--- src/rtl/game_pkg.sv ---
// Shared types, codes and the win-line table for the game result detector.
// Imported by game_result_detector and line_checker.
package game_pkg;

    localparam logic [1:0] CELL_X = 2'b01;
    localparam logic [1:0] CELL_O = 2'b10;

    localparam logic [1:0] RES_NONE = 2'b00;
    localparam logic [1:0] RES_X    = 2'b01;
    localparam logic [1:0] RES_O    = 2'b10;
    localparam logic [1:0] RES_DRAW = 2'b11;

    localparam int N_CELLS = 9;
    localparam int N_LINES = 8;

    typedef enum logic [1:0] {
        S_IDLE,
        S_SCAN,
        S_RESOLVE
    } state_t;

    // One 12-bit entry per line: three 4-bit cell indices, first cell
    // in the top nibble. Entry 0 sits in the low 12 bits.
    localparam logic [N_LINES-1:0][11:0] LINE_TAB = {
        12'h246,
        12'h048,
        12'h258,
        12'h147,
        12'h036,
        12'h678,
        12'h345,
        12'h012
    };

    function automatic logic [1:0] cell_at(
        input logic [17:0] b,
        input logic [3:0]  idx
    );
        logic [17:0] s;
        s = b >> {idx, 1'b0};
        return s[1:0];
    endfunction

endpackage

--- src/rtl/game_result_detector_line_checker.sv ---
// Combinational check of one win line against the board snapshot.
// Ports: snap (18b board), line_idx (0..7) -> x_line_full, o_line_full.
module line_checker
    import game_pkg::*;
#(
    parameter logic [1:0] X_CODE = CELL_X,
    parameter logic [1:0] O_CODE = CELL_O
) (
    input  logic [17:0] snap,
    input  logic [2:0]  line_idx,
    output logic        x_line_full,
    output logic        o_line_full
);

    logic [11:0] cells;
    logic [1:0]  c0;
    logic [1:0]  c1;
    logic [1:0]  c2;

    always_comb begin
        cells = LINE_TAB[line_idx];
        c0    = cell_at(snap, cells[11:8]);
        c1    = cell_at(snap, cells[7:4]);
        c2    = cell_at(snap, cells[3:0]);
    end

    assign x_line_full = (c0 == X_CODE) && (c1 == X_CODE) && (c2 == X_CODE);
    assign o_line_full = (c0 == O_CODE) && (c1 == O_CODE) && (c2 == O_CODE);

endmodule

--- src/rtl/game_result_detector.sv ---
// Snapshots a 3x3 board, scans the 8 win lines one per cycle and holds
// result/win_line/board_error until clear. Ports: clk, rst_n, clear,
// eval_req, board[17:0] in; busy, done, result[1:0], win_line[2:0],
// board_error out.
module game_result_detector
    import game_pkg::*;
#(
    parameter logic [1:0] X_CODE = CELL_X,
    parameter logic [1:0] O_CODE = CELL_O
) (
    input  logic        clk,
    input  logic        rst_n,
    input  logic        clear,
    input  logic        eval_req,
    input  logic [17:0] board,
    output logic        busy,
    output logic        done,
    output logic [1:0]  result,
    output logic [2:0]  win_line,
    output logic        board_error
);

    state_t      state;
    state_t      state_nx;

    logic [17:0] snap;
    logic [2:0]  line_cnt;
    logic        x_win;
    logic        o_win;
    logic [2:0]  x_line;
    logic [2:0]  o_line;

    logic        x_full;
    logic        o_full;
    logic        snap_full;

    logic        start;
    logic        scan_en;
    logic        resolve;

    logic [1:0]  res_nx;
    logic [2:0]  line_nx;
    logic        err_nx;

    line_checker #(
        .X_CODE (X_CODE),
        .O_CODE (O_CODE)
    ) u_line_checker (
        .snap        (snap),
        .line_idx    (line_cnt),
        .x_line_full (x_full),
        .o_line_full (o_full)
    );

    always_comb begin
        snap_full = 1'b1;
        for (int i = 0; i < N_CELLS; i++) begin
            if ((snap[2*i +: 2] != X_CODE) && (snap[2*i +: 2] != O_CODE))
                snap_full = 1'b0;
        end
    end

    // X takes precedence when both players own a line; the conflict is
    // flagged separately on board_error.
    always_comb begin
        res_nx  = RES_NONE;
        line_nx = '0;
        err_nx  = 1'b0;
        if (x_win && o_win) begin
            res_nx  = RES_X;
            line_nx = x_line;
            err_nx  = 1'b1;
        end else if (x_win) begin
            res_nx  = RES_X;
            line_nx = x_line;
        end else if (o_win) begin
            res_nx  = RES_O;
            line_nx = o_line;
        end else if (snap_full) begin
            res_nx  = RES_DRAW;
        end
    end

    always_ff @(posedge clk) begin
        if (!rst_n)
            state <= S_IDLE;
        else
            state <= state_nx;
    end

    always_comb begin
        state_nx = state;
        if (clear) begin
            state_nx = S_IDLE;
        end else begin
            unique case (state)
                S_IDLE:
                    if (start)
                        state_nx = S_SCAN;
                S_SCAN:
                    if (line_cnt == 3'(N_LINES - 1))
                        state_nx = S_RESOLVE;
                S_RESOLVE:
                    state_nx = start ? S_SCAN : S_IDLE;
                default:
                    state_nx = S_IDLE;
            endcase
        end
    end

    // A request seen on the resolve edge is taken straight away when the
    // evaluation is about to report "no result", so back-to-back requests
    // on an open game run at a fixed 9-cycle cadence.
    always_comb begin
        busy    = (state != S_IDLE);
        scan_en = !clear && (state == S_SCAN);
        resolve = !clear && (state == S_RESOLVE);
        start   = !clear && eval_req &&
                  (((state == S_IDLE) && (result == RES_NONE)) ||
                   (resolve && (res_nx == RES_NONE)));
    end

    always_ff @(posedge clk) begin
        if (!rst_n) begin
            done        <= 1'b0;
            result      <= RES_NONE;
            win_line    <= '0;
            board_error <= 1'b0;
            snap        <= '0;
            line_cnt    <= '0;
            x_win       <= 1'b0;
            o_win       <= 1'b0;
            x_line      <= '0;
            o_line      <= '0;
        end else begin
            done <= resolve;
            if (clear) begin
                result      <= RES_NONE;
                win_line    <= '0;
                board_error <= 1'b0;
            end
            if (resolve) begin
                result      <= res_nx;
                win_line    <= line_nx;
                board_error <= err_nx;
            end
            if (scan_en) begin
                line_cnt <= line_cnt + 3'd1;
                if (x_full && !x_win) begin
                    x_win  <= 1'b1;
                    x_line <= line_cnt;
                end
                if (o_full && !o_win) begin
                    o_win  <= 1'b1;
                    o_line <= line_cnt;
                end
            end
            if (start) begin
                snap     <= board;
                line_cnt <= '0;
                x_win    <= 1'b0;
                o_win    <= 1'b0;
                x_line   <= '0;
                o_line   <= '0;
            end
        end
    end

endmodule

--- config.mk ---
export PLATFORM = sky130hd
export DESIGN_NAME = game_result_detector
export DESIGN_NICKNAME = d
export VERILOG_FILES = /design/src/rtl/game_pkg.sv /design/src/rtl/game_result_detector_line_checker.sv /design/src/rtl/game_result_detector.sv
export SDC_FILE = /design/constraint.sdc
export NUM_CORES = 1
export LEC_CHECK = 0
export ABC_AREA = 1
export CORE_ASPECT_RATIO = 1.2
export CORE_UTILIZATION = 25
export DETAILED_ROUTE_END_ITERATION = 7
export RECOVER_POWER = 50
export SETUP_SLACK_MARGIN = 0.15
export SLEW_MARGIN = 20
export SYNTH_ARGS = -nofsm -noshare
export SYNTH_HDL_FRONTEND = slang
export SYNTH_SLANG_ARGS = --single-unit
export TNS_END_PERCENT = 30
--- constraint.sdc ---
create_clock -name clk -period 2.9 [get_ports clk]
set_input_delay 0.87 -clock clk [delete_from_list [all_inputs] [get_ports clk]]
set_output_delay 0.87 -clock clk [all_outputs]
set_load 0.02 [all_outputs]
# After elaboration in Yosys (flattened, before gate mapping)
# Memories as Yosys holds them, arrays and structs flattened. A register that Yosys moved wholly into a read port is not among the register bits.
# Index checks and enable logic that the tools add are counted.
[totals] regBits=38 rom_bits=96 in_bits=22 mem_count=1
[memory_table] name="(no name shown)" depth=8 word_bits=12 rd=1 rd_clocked_by_memory_dff=1 write_ports=0 line_no="game_result_detector_line_checker.sv:21" text="cells = LINE_TAB[line_idx];"
[classes] bitwise=1 reduce_logical=36 eq_ne=29 muxes=30 n_shift=3 magnitude_cmp=1 addsub=1
[op_table] cell="right shift 18 x 5 -> 2 bit" n=3
[op_table] cell="logical AND 1 bit" n=22
[op_table] cell="!= test 2 bit, second input constant" n=11
[op_table] cell="two-way mux 3 bit" n=7
[op_table] cell="!= test 2 x 1 -> 1 bit, second input constant" n=9
[op_table] cell="two-way mux 2 bit" n=8
[op_table] cell="two-way mux 1 bit" n=13
[op_table] cell="two-way mux 12 bit" n=1
[op_table] cell="== test 2 x 1 -> 1 bit, second input constant" n=4
[op_table] cell="== test 2 bit, second input constant" n=4
[op_table] cell="logical NOT 2 bit" n=3
[op_table] cell="case mux 2 bit (3 select lines)" n=1
[op_table] cell="AND reduction 2 bit" n=3
[op_table] cell="less-than comparator 3 x 4 -> 1 bit, second input constant" n=1
[op_table] cell="nonzero test 2 bit" n=2
[op_table] cell="OR reduction 2 bit" n=2
[op_table] cell="adder 3 x 1 -> 3 bit, second input constant" n=1
[op_table] cell="== test 3 bit, second input constant" n=1
[op_table] cell="logical NOT 1 bit" n=3
[op_table] cell="logical OR 1 bit" n=1
[op_table] cell="inverter 1 bit" n=1

# Logic depth before layout (Yosys ltp)
# Gate-level depths: netlist (run 1).
[depth] word_depth=21 mapped_depth=15

# By module
# From an unflattened synthesis (run 1), not the netlist that was laid out.
[unflattened] hier_cells=471 hier_area_um2=2905.3
[modules_own_cells] mod="game_result_detector" n_inst=1 area_each_um2=1926.8 cells_per_inst=274 seq_area_each_um2=760.7
[modules_own_cells] mod="line_checker" n_inst=1 area_each_um2=978.4 cells_per_inst=197 seq_area_each_um2=0.0

# Worst setup path after synthesis (run 1)
# Ideal clock, no wire load.
[synth_path] path_type="input -> register" startpoint="in clear" endpoint="reg, netlist name u_line_checker.cells[3]" arrival_ns=2.164 n_path_buf=1 setup_ns=0.060 cell_stages=12 path_slack_ns=0.676 required_time_ns=2.840 cell_sequence="inv_1 nand2_1 nor2_1 nand3_2 nand2_2 buf_6 a21oi_4 nand2_4 ha_1 inv_1 nand4_1 nand2_1"
[synth_rtl] element="from (decl)" line_no="game_result_detector.sv:13" text="input logic clear,"

==> results of run 1 <==
cells by family after synthesis:
group | after synthesis | share of synthesized area [%]
simple gates | 246 | 40.3
buf+inv | 69 | 11.0
flops | 47 | 35.8
compound gates | 43 | 9.05
fa+ha+maj | 6 | 2.86
xor+xnor | 3 | 1.00
registers in the layout (all words and copies together), names as in the netlist:
name / flops
o_win: 1
u_line_checker.cells: 9
line_cnt: 3
board_error: 1
o_line: 3
x_line: 3
x_win: 1
done: 1
state: 2
snap: 18
win_line: 3
result: 2
repair_timing:
action | in CTS | in global routing
hold buffers | 0 | 0
resized for setup | 0 | 1
endpoints found under the setup margin | 0 | 2
layout by cell type (no fill, tap or decap), drive strengths merged:
cell / netlist / layout
a21oi: 34 / 34
a22o: 1 / 1
a22oi: 2 / 2
buf: 7 / 6
clkbuf: 4 / 6
clkdlybuf4s50: 0 / 21
clkinvlp: 0 / 1
dfxtp: 47 / 47
dlygate4sd3: 0 / 8
ha: 6 / 6
inv: 58 / 60
nand2: 151 / 151
nand3: 52 / 52
nand4: 8 / 8
nor2: 33 / 33
nor4: 1 / 1
o21ai: 5 / 5
o31ai: 1 / 1
or3: 1 / 1
xor2: 3 / 3
cells in the mapped netlist:
cell type / instances
nand2_1: 147
inv_1: 56
nand3_1: 50
dfxtp_1: 47
a21oi_1: 33
nor2_1: 25
nand4_1: 8
nor2_2: 8
ha_1: 6
clkbuf_1: 4
o21ai_0: 4
buf_2: 3
nand2_2: 3
xor2_1: 3
a22oi_1: 2
buf_4: 2
buf_6: 2
nand3_2: 2
a21oi_4: 1
a22o_1: 1
inv_2: 1
inv_4: 1
nand2_4: 1
nor4_1: 1
o21ai_1: 1
o31ai_1: 1
or3_1: 1
power by group:
group / leakage (nW) / internal [mW] / switching, mW
clock: 0.0723 / 0.329 / 0.273
sequential: 0.381 / 0.659 / 0.0166
combinational: 1.01 / 0.0648 / 0.0837
total: 1.46 / 1.05 / 0.374
per-stage QoR:
step / total power, mW / hold WS [ps] / instances
after detailed placement: 0.841 / 459 / 565
after floorplan: 0.782 / 441 / 414
after CTS: 1.44 / 470 / 573
final: 1.43 / 463 / 573
after global routing: 1.49 / 482 / 573
after global placement: 0.839 / 454 / 565
per-layer routing:
metal  vias up  GRT usage (%)  wire [microns]
li1       1365              -               -
met1      1171           15.5            3030
met2        41           23.9            3280
met3        12           2.52             218
met4         0           3.48             100
met5         -              0               0
cell type report:
class / instances / share of cell area, %
Clock buffer: 5 / 3.90
Sequential cell: 47 / 29.4
Timing Repair Buffer: 36 / 10.6
Inverter: 58 / 6.87
Multi-Input combinational cell: 298 / 43.5
Tap cell: 126 / 4.92
Clock inverter: 3 / 0.859
worst max path at each step:
stage	from	endpoint	slack (ps)	cells after the start
2_1_floorplan	clear	u_line_checker.cells[3]	680	12
3_3_place_gp	clear	u_line_checker.cells[3]	100	13
3_5_place_dp	clear	u_line_checker.cells[3]	40	13
4_1_cts	clear	u_line_checker.cells[3]	350	13
5_1_grt	clear	u_line_checker.cells[9]	120	13
6_report	clear	u_line_checker.cells[3]	340	13
worst max-delay path: stages:
cell and delay (ps):
clkdlybuf4s50_1 460, inv_1 100, nand2_1 80, nor2_1 170
nand3_2 100, nand2_2 120, nand2_2 60, nand2_1 140
nor2_1 90, ha_1 350, inv_1 70, nand4_1 80
nand2_1 50
==> impl_metrics.py, run 1 <==
metrics = {
    "cts": {
        "clk_pin_slew_worst_paths_ps": 70,
        "cts-root-buf": "clkbuf_16",
        "cts_tree": "yes",
        "clk_latency_ps": 290,
        "h-tree-depth": 2,
        "numCtsBuffers": 5,
        "cts_buffer_depth": 2,
        "cts_setup_buffers": 0,
        "cts_sinks": 47,
    },
    "status": {
        "status": "finished, final reports clean",
    },
    "sta": {
        "worst_clock_skew_ps": 8.78,
        "tightestPinTransition_ps": 508,
        "layout_setup_ws_ps": 341,
        "drv_slew": 0,
        "finalHoldViolCount": 0,
        "rsz0062_at_grt": "no",
        "max_freq_mhz": 391,
        "relSlewSlack_pct": 66.0,
        "setup_viol": 0,
        "finalCriticalPeriod_ps": 2560,
        "finalCritPeriodShare_pct": 88.3,
        "fin_tns_setup_ps": 0,
    },
    "floorplan": {
        "num_io_pins": 30,
        "fp.dieW_microns": 95.6,
        "initial_utilization_pct": 26.0,
        "fp.dieArea_sq_um": 10900,
        "fp.dieH_microns": 114,
        "fp.coreArea_sq_um": 10100,
        "rows": 40,
    },
    "final_layout": {
        "n_antenna_cell": 0,
        "multiInputGateArea_sq_um": 1390,
        "drive_above_1_share_pct": 6.49,
        "layout.nets": 474,
        "finish.utilization_pct": 31.7,
        "fillers": 1105,
        "syn_to_final_growth_pct": 22.0,
        "stdcell_area_sq_um": 3200,
        "layout.area.seq_sq_um": 941,
    },
    "placement": {
        "pre_cts_ws_ps": 42.0,
        "place.gp.congestion": 0.853,
        "dpl.hpwl_microns": 5150,
        "dpl_cell_area_sq_um": 3060,
        "port_buffers": 29,
    },
    "synth": {
        "syn-instance-count": 414,
        "synth_top_cell_area_share_pct": 35.8,
        "netlist_area_sq_um": 2630,
        "ys_warn_count": 0,
        "synth-seq-area-share_pct": 35.8,
        "avgSynthCellArea_sq_um": 6.34,
        "yosys_register_bits": 47,
        "syn_nets": 442,
        "synth.distinct_cells": 27,
        "yosys.area.top_type": "dfxtp_1",
        "synth_area_leaders": "dfxtp_1, nand2_1, nand3_1",
    },
    "routing": {
        "ant_nets": 0,
        "vias": 2589,
        "drt-pass1-iter-count": 4,
        "vias_per_cell": 4.52,
        "totalWireLength_microns": 6630,
        "drc": 0,
        "wire_per_inst_microns": 11.6,
        "drt-initial-drc-count": 103,
    },
    "hold_path": {
        "hp-class": "reg -> reg",
        "hold_depth": 2,
        "worstHoldStart": "win_line[2]",
        "min_to": "win_line[2]",
    },
    "worst_setup_path": {
        "cp-end-kind": "register",
        "cp_max_fo": 4,
        "cp.required_ps": 3080,
        "crit_path_start_kind": "input pin",
        "reg2reg_to": "u_line_checker.cells[3]",
        "r2r_slack_ps": 830,
        "r2r-start": "snap[14]",
        "critPathArrivalTime_ps": 2740,
        "critPathKind": "in -> reg",
        "reg2reg_depth": 14,
    },
    "global_route": {
        "grt_pass1_vias": 2555,
        "grt_use_total_pct": 13.2,
        "grt_pass1_wl_microns": 11400,
        "grt_overflow_total": 0,
        "antenna_found_initial": 0,
        "grt_max_degree": 27,
    },
    "run": {
        "maxCapViolations": 0,
    },
    "power": {
        "power-per-cell-area_nw_per_um2": 445,
        "cellLeakagePower_nw": 1.46,
        "irDropWorstVdd_uv": 230,
    },
}
Note: power is estimated with default switching activity, not from simulation.
==> inputs of run 2 (changes only) <==
--- a/config.mk
+++ b/config.mk
@@ -13,2 +13,3 @@
 export SETUP_SLACK_MARGIN = 0.15
+export SKIP_CTS_REPAIR_TIMING = 1
 export SLEW_MARGIN = 20
--- a/constraint.sdc
+++ b/constraint.sdc
@@ -3,2 +3,2 @@
 set_output_delay 0.87 -clock clk [all_outputs]
-set_load 0.02 [all_outputs]
+set_load 0.01 [all_outputs]
==> run 2 against run 1 <==
Net effect:
- global-route usage unchanged
- wire length about the same
- non-clock buffer count unchanged
- design area stayed put
- combinational power is essentially flat
- total power about the same
- sequential cell count did not move
- clock-buffer cell count is the same
- critical endpoint unchanged
==> impl_metrics.py, run 2 (synthesis gave the netlist of run 1 again) <==
metrics = {
    "status": {
        "status": "finished, final reports clean",
    },
    "sta": {
        "finalCriticalPeriod_ps": 2560,
        "max_freq_mhz": 391,
        "fin_hold_ws_ps": 463,
        "worst_clock_skew_ps": 8.78,
        "drv_slew": 0,
        "tightestPinTransition_ps": 508,
        "setup_viol": 0,
        "rsz0062_at_grt": "no",
        "finalCritPeriodShare_pct": 88.3,
        "finalHoldViolCount": 0,
        "fin_tns_setup_ps": 0,
        "relSlewSlack_pct": 66.0,
    },
    "cts": {
        "h-tree-depth": 2,
        "clk_pin_slew_worst_paths_ps": 70,
        "cts_buffer_depth": 2,
        "cts_sinks": 47,
        "clk_latency_ps": 290,
        "cts_tree": "yes",
        "numCtsBuffers": 5,
        "cts-root-buf": "clkbuf_16",
    },
    "hold_path": {
        "hp-class": "reg -> reg",
        "hold_depth": 2,
    },
    "worst_setup_path": {
        "cp.required_ps": 3080,
        "crit_path_frequent_cell": "nand2_1",
        "reg2reg_depth": 14,
        "crit_path_start_kind": "input pin",
        "cp_max_fo": 4,
        "critical_path_cell_count": 13,
        "slowest_delay_ps": 460,
        "critPathKind": "in -> reg",
        "crit_slowest_cell": "clkdlybuf4s50_1",
        "cp-end-kind": "register",
        "critPathArrivalTime_ps": 2740,
        "cp_num_buf_inv": 3,
        "crit_family": "simple AND/OR/NAND/NOR gates",
        "path_cells": "clkdlybuf4s50_1 > inv_1 > nand2_1 > nor2_1 > nand3_2 > nand2_2 > nand2_2 > nand2_1 > nor2_1 > ha_1 > inv_1 > nand4_1 > nand2_1",
    },
    "final_layout": {
        "stdcell_area_sq_um": 3200,
        "finish.utilization_pct": 31.7,
        "fin_cells": 573,
        "n_antenna_cell": 0,
        "mostFrequentLayoutCells": "nand2_1, inv_1, nand3_1",
        "largest_reg_flops": 18,
        "drive_above_1_share_pct": 6.49,
        "top_register": "snap",
        "syn_to_final_growth_pct": 22.0,
        "layout_commonest_cell": "nand2_1",
        "layout.nets": 474,
    },
    "routing": {
        "drt-pass1-iter-count": 4,
        "drt-initial-drc-count": 103,
        "drc": 0,
        "wire_per_inst_microns": 11.6,
        "ant_nets": 0,
        "vias": 2588,
        "totalWireLength_microns": 6640,
        "vias_per_cell": 4.52,
    },
    "run": {
        "maxCapViolations": 0,
    },
    "global_route": {
        "antenna_found_initial": 0,
        "grt_overflow_total": 0,
        "grt_pass1_wl_microns": 11400,
        "grt_use_total_pct": 13.2,
        "grt_pass1_vias": 2555,
        "grt_max_degree": 27,
    },
    "placement": {
        "port_buffers": 29,
        "place.gp.congestion": 0.853,
        "dpl_cell_area_sq_um": 3060,
        "dpl.hpwl_microns": 5150,
        "numPlacedInstances": 565,
    },
    "power": {
        "cellLeakagePower_nw": 1.46,
        "irDropWorstVdd_uv": 230,
        "power-per-cell-area_nw_per_um2": 445,
    },
    "floorplan": {
        "fp.dieArea_sq_um": 10900,
        "fp.dieW_microns": 95.6,
        "fp.coreArea_sq_um": 10100,
        "fp.dieH_microns": 114,
        "num_io_pins": 30,
        "rows": 40,
        "initial_utilization_pct": 26.0,
    },
}
==> run 2: changes by cell type in the layout (fill, tap and decap cells not counted) <==
cell / previous run / this run
dlygate4sd3_1: 8 / 9
clkdlybuf4s50_1: 21 / 20
==> run 2: power by group <==
group	switching, mW	internal (mW)	total [mW]
clock	0.273	0.329	0.603
combinational	0.0833	0.0646	0.148
sequential	0.0166	0.659	0.676
total	0.373	1.05	1.43
==> run 2: final cells by class <==
type                       instances  area (sq um)
timing repair buffer              36           340
multi-input combinational        298          1390
inverter                          58           220
fill                            1105          6910
sequential                        47           941
clock buffer                       5           125
tap                              126           158
clock inverter                     3          27.5
==> run 2: stage by stage <==
step	setup WS [ps]	total power [mW]
final	340	1.43
after global routing	117	1.49
after CTS	345	1.44
after detailed placement	42.0	0.841
after global placement	102	0.838
after floorplan	676	0.782
==> run 2: final timing paths <==
kind                                                 to  slack (ps)        start
worst max register to register  u_line_checker.cells[3]         830     snap[14]
worst max-delay path            u_line_checker.cells[3]         340        clear
worst min-delay path                        win_line[2]         460  win_line[2]
worst min register to register              win_line[2]         460  win_line[2]
==> run 2: worst min-delay path, delay by kind of cell (launching register included) <==
family | cells | cell delay (ps)
flops | 1 | 310
compound gates | 1 | 50
simple gates | 1 | 60
==> run 2: per-layer routing <==
layer  vias to the layer above  share of wire [%]  GRT usage (%)
met5                         -                  0              0
met4                         0                1.5           3.48
met3                        12                3.3           2.52
met2                        41                 49           23.9
met1                      1170                 46           15.5
li1                       1365                  -              -
==> inputs of run 3 (changes only) <==
SYNTH_HIERARCHICAL = 1   (was default)
==> run 3 against run 2 <==
Net effect:
- first-iteration DRC count up 110%
- setup slack improved by 44 ps
- combinational power up 42%
- sequential share of layout area decreased by 7.6 points
- critical path depth shrank 3
- maximum frequency increased by 1.7%
- synthesized area rose by 11%
- critical endpoint is now snap[13]
- largest cell class unchanged
==> impl_metrics.py, run 3 <==
metrics = {
    "status": {
        "status": "finished, final reports clean",
    },
    "final_layout": {
        "drive_above_1_share_pct": 11.2,
        "top_register": "snap",
        "n_antenna_cell": 0,
        "syn_to_final_growth_pct": 20.3,
        "stdcell_area_sq_um": 3490,
        "layout_commonest_cell": "nand2_1",
        "finish.utilization_pct": 31.2,
        "layout.nets": 528,
        "fillers": 1228,
        "mostFrequentLayoutCells": "nand2_1, nand3_1, inv_1",
        "largest_reg_flops": 18,
    },
    "sta": {
        "setup_viol": 0,
        "finalHoldViolCount": 0,
        "tightestPinTransition_ps": 598,
        "rsz0062_at_grt": "yes",
        "max_freq_mhz": 397,
        "finalCritPeriodShare_pct": 86.8,
        "drv_slew": 0,
        "fin_tns_setup_ps": 0,
        "worst_clock_skew_ps": 4.20,
        "relSlewSlack_pct": 60.1,
        "finalCriticalPeriod_ps": 2520,
    },
    "worst_setup_path": {
        "cp_num_buf_inv": 3,
        "slowest_delay_ps": 680,
        "crit_family": "buffers and inverters",
        "cp_max_fo": 36,
        "cp-end-kind": "register",
        "critPathArrivalTime_ps": 2690,
        "crit_slowest_cell": "dlygate4sd3_1",
        "path_cells": "dlygate4sd3_1 > clkinv_1 > nand2_1 > nor2_1 > nand3_1 > nand2_4 > clkbuf_4 > nand3_1 > nand2_1 > nor2_1",
        "critPathKind": "in -> reg",
        "crit_path_start_kind": "input pin",
        "cp.required_ps": 3080,
    },
    "synth": {
        "syn_nets": 499,
        "synth-xor-area-share_pct": 1.21,
        "synthArstFlopShare_pct": 0,
        "synth_area_leaders": "dfxtp_1, nand2_1, nand3_1",
        "synthAdderAreaFrac_pct": 2.58,
        "ys_top_cells_by_count": "nand2_1, nand3_1, inv_1, nor2_1, dfxtp_1",
        "yosys.area.top_type": "dfxtp_1",
        "synth_top_cell_area_share_pct": 26.2,
        "netlist_area_sq_um": 2910,
        "synth.area.mux_share_pct": 0,
        "synth.distinct_cells": 30,
        "synth_top_family_by_area": "simple AND/OR/NAND/NOR gates",
        "synth-seq-area-share_pct": 26.2,
        "synth_compound_area_share_pct": 8.44,
        "ys_warn_count": 6,
        "yosys_register_bits": 38,
        "yosysMostFrequentCell": "nand2_1",
        "synth_edf_count": 0,
        "synthFlopType": "dfxtp_1",
        "avgSynthCellArea_sq_um": 6.17,
        "syn-instance-count": 471,
        "yosys.area_share.simple_pct": 46.9,
    },
    "power": {
        "cellLeakagePower_nw": 1.60,
        "clkPwrFrac_pct": 47.9,
        "switching_share_pct": 24.6,
        "p_switching_mw": 0.368,
        "irDropWorstVdd_uv": 264,
        "internal_power_mw": 1.13,
        "p_seq_share_pct": 38.0,
        "pwr-share-comb_pct": 14.0,
        "power-per-cell-area_nw_per_um2": 427,
        "power.total_mw": 1.49,
    },
    "placement": {
        "port_buffers": 29,
        "dpl.hpwl_microns": 5620,
        "place.gp.congestion": 0.889,
        "dpl_cell_area_sq_um": 3320,
    },
    "cts": {
        "clk_latency_ps": 280,
        "h-tree-depth": 2,
        "clk_pin_slew_worst_paths_ps": 60,
        "cts_buffer_depth": 2,
        "cts-root-buf": "clkbuf_16",
        "cts_tree": "yes",
        "cts_sinks": 38,
        "numCtsBuffers": 5,
    },
    "routing": {
        "drt-pass1-iter-count": 5,
        "ant_nets": 0,
        "wire_per_inst_microns": 11.1,
        "drc": 0,
        "vias": 2920,
        "vias_per_cell": 4.46,
        "drt-initial-drc-count": 216,
        "totalWireLength_microns": 7290,
    },
    "floorplan": {
        "fp.dieH_microns": 120,
        "num_io_pins": 30,
        "rows": 42,
        "fp.coreArea_sq_um": 11200,
        "fp.dieArea_sq_um": 12100,
        "fp.dieW_microns": 100,
        "initial_utilization_pct": 26.0,
    },
    "global_route": {
        "grt_pass1_wl_microns": 12400,
        "grt_use_total_pct": 12.8,
        "grt_max_degree": 37,
        "grt_pass1_vias": 2767,
        "grt_overflow_total": 0,
        "antenna_found_initial": 0,
    },
    "hold_path": {
        "hp-class": "reg -> reg",
    },
    "run": {
        "maxCapViolations": 0,
    },
}
[run 3: kinds of logic (layout without fill, tap and decap cells)]
kind of cell | count (synthesis) | count (layout)
xor+xnor | 4 | 4
flops | 38 | 38
buf+inv | 93 | 123
fa+ha+maj | 6 | 6
compound gates | 43 | 43
simple gates | 287 | 287
[run 3: final cells by class]
class                           instances  area, sq um  area share [%]
Multi-Input combinational cell        340         1700            48.8
Sequential cell                        38          762            21.8
Inverter                               79          299            8.56
Timing Repair Buffer                   36          343            9.81
Tap cell                              154          193            5.51
Clock buffer                            5          125            3.58
Clock inverter                          3         68.8            1.97
[run 3: worst paths after layout]
| check | start | end | slack [ps] | cells past startpoint |
|---|---|---|---|---|
| max | clear | snap[13] | 380 | 10 |
| min | win_line[2] | win_line[2] | 460 | 2 |
| max reg2reg | line_cnt[1] | x_line[0] | 410 | 15 |
| min reg2reg | win_line[2] | win_line[2] | 460 | 2 |
[run 3: worst register-to-register path, cell delays in order, from the launching register on]
cell,delay [ps]
dfxtp_1,370
inv_1,100
ha_1,350
inv_1,100
nand2_1,160
o21ai_2,170
nand3_1,190
nand3_1,120
nand2_1,50
nor2_1,100
nand2_1,60
nor2_1,170
nand3_2,150
o21ai_0,190
inv_1,70
nor2_2,90
[run 3: metal layers]
metal,share of wire [%],GRT usage (%)
met5,0,0
met4,2.6,6.16
met3,3.4,1.57
met2,48,21.8
met1,46,15.8
[run 3: power by group through the flow]
stage | clock network, mW | logic (mW) | registers (mW)
after detailed placement | 0 | 0.212 | 0.579
after global routing | 0.751 | 0.240 | 0.571
after CTS | 0.727 | 0.213 | 0.568
after floorplan | 0 | 0.155 | 0.569
final | 0.716 | 0.210 | 0.568
after global placement | 0 | 0.211 | 0.579
[run 3: per-stage QoR]
stage          cells  setup WS (ps)  hold WS [ps]
2_1_floorplan    471            546           479
3_3_place_gp     647            434           465
3_5_place_dp     647            406           457
4_1_cts          655            404           466
5_1_grt          655            143           497
6_report         655            384           457
==> edit (flow settings as in run 1) <==
Reset style: asynchronous (`rst_n`), changed in 2 clocked blocks.
--- a/src/rtl/game_result_detector.sv
+++ b/src/rtl/game_result_detector.sv
@@ -81,7 +81,7 @@
         end
     end
 
-    always_ff @(posedge clk) begin
+    always_ff @(posedge clk or negedge rst_n) begin
         if (!rst_n)
             state <= S_IDLE;
         else
@@ -120,7 +120,7 @@
                    (resolve && (res_nx == RES_NONE)));
     end
 
-    always_ff @(posedge clk) begin
+    always_ff @(posedge clk or negedge rst_n) begin
         if (!rst_n) begin
             done        <= 1'b0;
             result      <= RES_NONE;
Formal check against the unedited RTL: differs if rst_n is asserted again (counterexample within 4 cycles, from zero or initial values and one cycle with rst_n low); with rst_n held inactive, the same outputs for 10 cycles.
==> edit against run 1 <==
- non-clock buffer count shrank 5
- count of clock-buffer cells in the layout stayed put
- synthesized area fell by 6.5%
- critical path depth decreased by 4
- worst setup slack got worse by 9.1 ps
- final area down 4.3%
- sequential cell count shrank 9
- wire length down 2.7%
Power is not compared: it rests on default switching activity, and its combinational part moved more than twofold at a synthesized area within 25%.
==> edit: results (changes against run 1) <==
[grt]
grt_max_degree = 39  ; was 27
grt_use_total_pct = 14.00  ; was 13.15%
grt_first_pass_wirelength_um = 11270  ; was 11370 µm
antenna_found_initial = 0  ; unchanged

[cts]
path_clk_slew_ps = 60
cts_buffers = 5  ; unchanged
clock_latency_ps = 280

[placed_design]
gp_congestion = 0.9090  ; was 0.8533
place_area_mm2 = 0.002868  ; was 0.003059 mm²
port-buffer-count = 29  ; unchanged
post-place-cells = 511  ; was 565
dp_hpwl_um = 4995  ; was 5152 µm

[final_layout]
fin_cells = 519  ; was 573
drive_gt1_share_pct = 5.808  ; was 6.488%
finalNetCount = 422  ; was 474

[synthesis]
yosysUniqueCellTypes = 26  ; was 27
synth_common_cells = nand2_1 (130), nand3_1 (62), dfrtp_1 (38)  ; was nand2_1 (147), inv_1 (56), nand3_1 (50)
seq_area_frac_synth_pct = 38.74  ; was 35.83%
synth_nets = 390  ; was 442
avgSynthCellArea_um2 = 6.763  ; was 6.344 µm²
ys_async_sr_fraction_pct = 100.0  ; was 0%
synthFlopType = dfrtp_1  ; was dfxtp_1
ys_top_cells_by_area = dfrtp_1 (39%), nand2_1 (20%), nand3_1 (13%)  ; was dfxtp_1 (36%), nand2_1 (21%), nand3_1 (9.5%)
yosys_warnings = 0  ; unchanged

[hold_path]
hp-class = flop to flop  ; unchanged

[power_and_ir_drop]
switchingPower_uw = 1150
total_leakage_power_uw = 0.001499

[routing]
route.vias.total = 2409  ; was 2589
avgRoutedWirePerCell_um = 12.43  ; was 11.57 µm
drt_iter0_markers = 102  ; was 103

[worst_setup_path]
worst-path-max-fanout = 4  ; unchanged
worstPathArrival_ps = 2740  ; about the same

[sta]
finalClockSkew_ps = 4.290  ; was 8.775 ps
setup_violations = 0  ; unchanged
relSlewSlack_pct = 36.74  ; was 66.04%

[run_status]
status = finished clean  ; unchanged

[edit: cell families after synthesis]
kind of cell | share of synthesized area, %
buf+inv | 7.135
flops | 38.74
xor+xnor | 1.784
compound gates | 9.327
fa+ha+maj | 2.548
simple gates | 40.47
[edit: final timing paths]
path                             start     endpoint  slack (ps)  cells after the start
min reg2reg                  o_line[1]    o_line[1]         500                      2
max reg2reg                line_cnt[0]    x_line[0]         410                     14
max in group asynchronous        rst_n  line_cnt[0]        1530                      1
min                          o_line[1]    o_line[1]         500                      2
max                              clear    o_line[1]         330                      9
min in group asynchronous        rst_n    result[0]         730                      1
[edit: cell type report]
| class | instances | area (µm²) |
|---|---|---|
| clock buffer | 5 | 125.1 |
| clock inverter | 3 | 68.82 |
| fill | 1032 | 6447 |
| inverter | 35 | 133.9 |
| multi-input combinational | 284 | 1338 |
| sequential | 38 | 952.2 |
| tap | 123 | 153.9 |
| timing repair buffer | 31 | 296.5 |
[edit: routing by layer]
metal | track usage, % | vias up | share of wire (%)
met5 | 0 | - | 0
met4 | 5.938 | 0 | 3.5
met3 | 3.099 | 23 | 5.0
met2 | 24.00 | 68 | 49
met1 | 16.60 | 1074 | 43
li1 | - | 1244 | -
[edit: critical path: stages]
cell and delay [ps]:
dlygate4sd3_1 590, nor3_1 420, inv_1 180, nor2_1 210, nand3_1 100, nor2_1 110, nand2_1 120, nand3_1 90
nand2_1 50
[edit: metrics by stage]
stage | setup WS (ps) | power, µW
after global placement | 199.8 | 1904
final | 331.6 | 2654
after detailed placement | 183.7 | 1913
after global routing | 158.3 | 2891
after floorplan | 836.5 | 1603
after CTS | 248.5 | 2638
[edit: power groups by stage]
stage	Combinational, µW	Clock, µW	Sequential, µW
final	1240	718	700
after global routing	1420	756	714
after CTS	1210	728	700
after detailed placement	1200	0	709
after global placement	1200	0	705
after floorplan	930	0	673
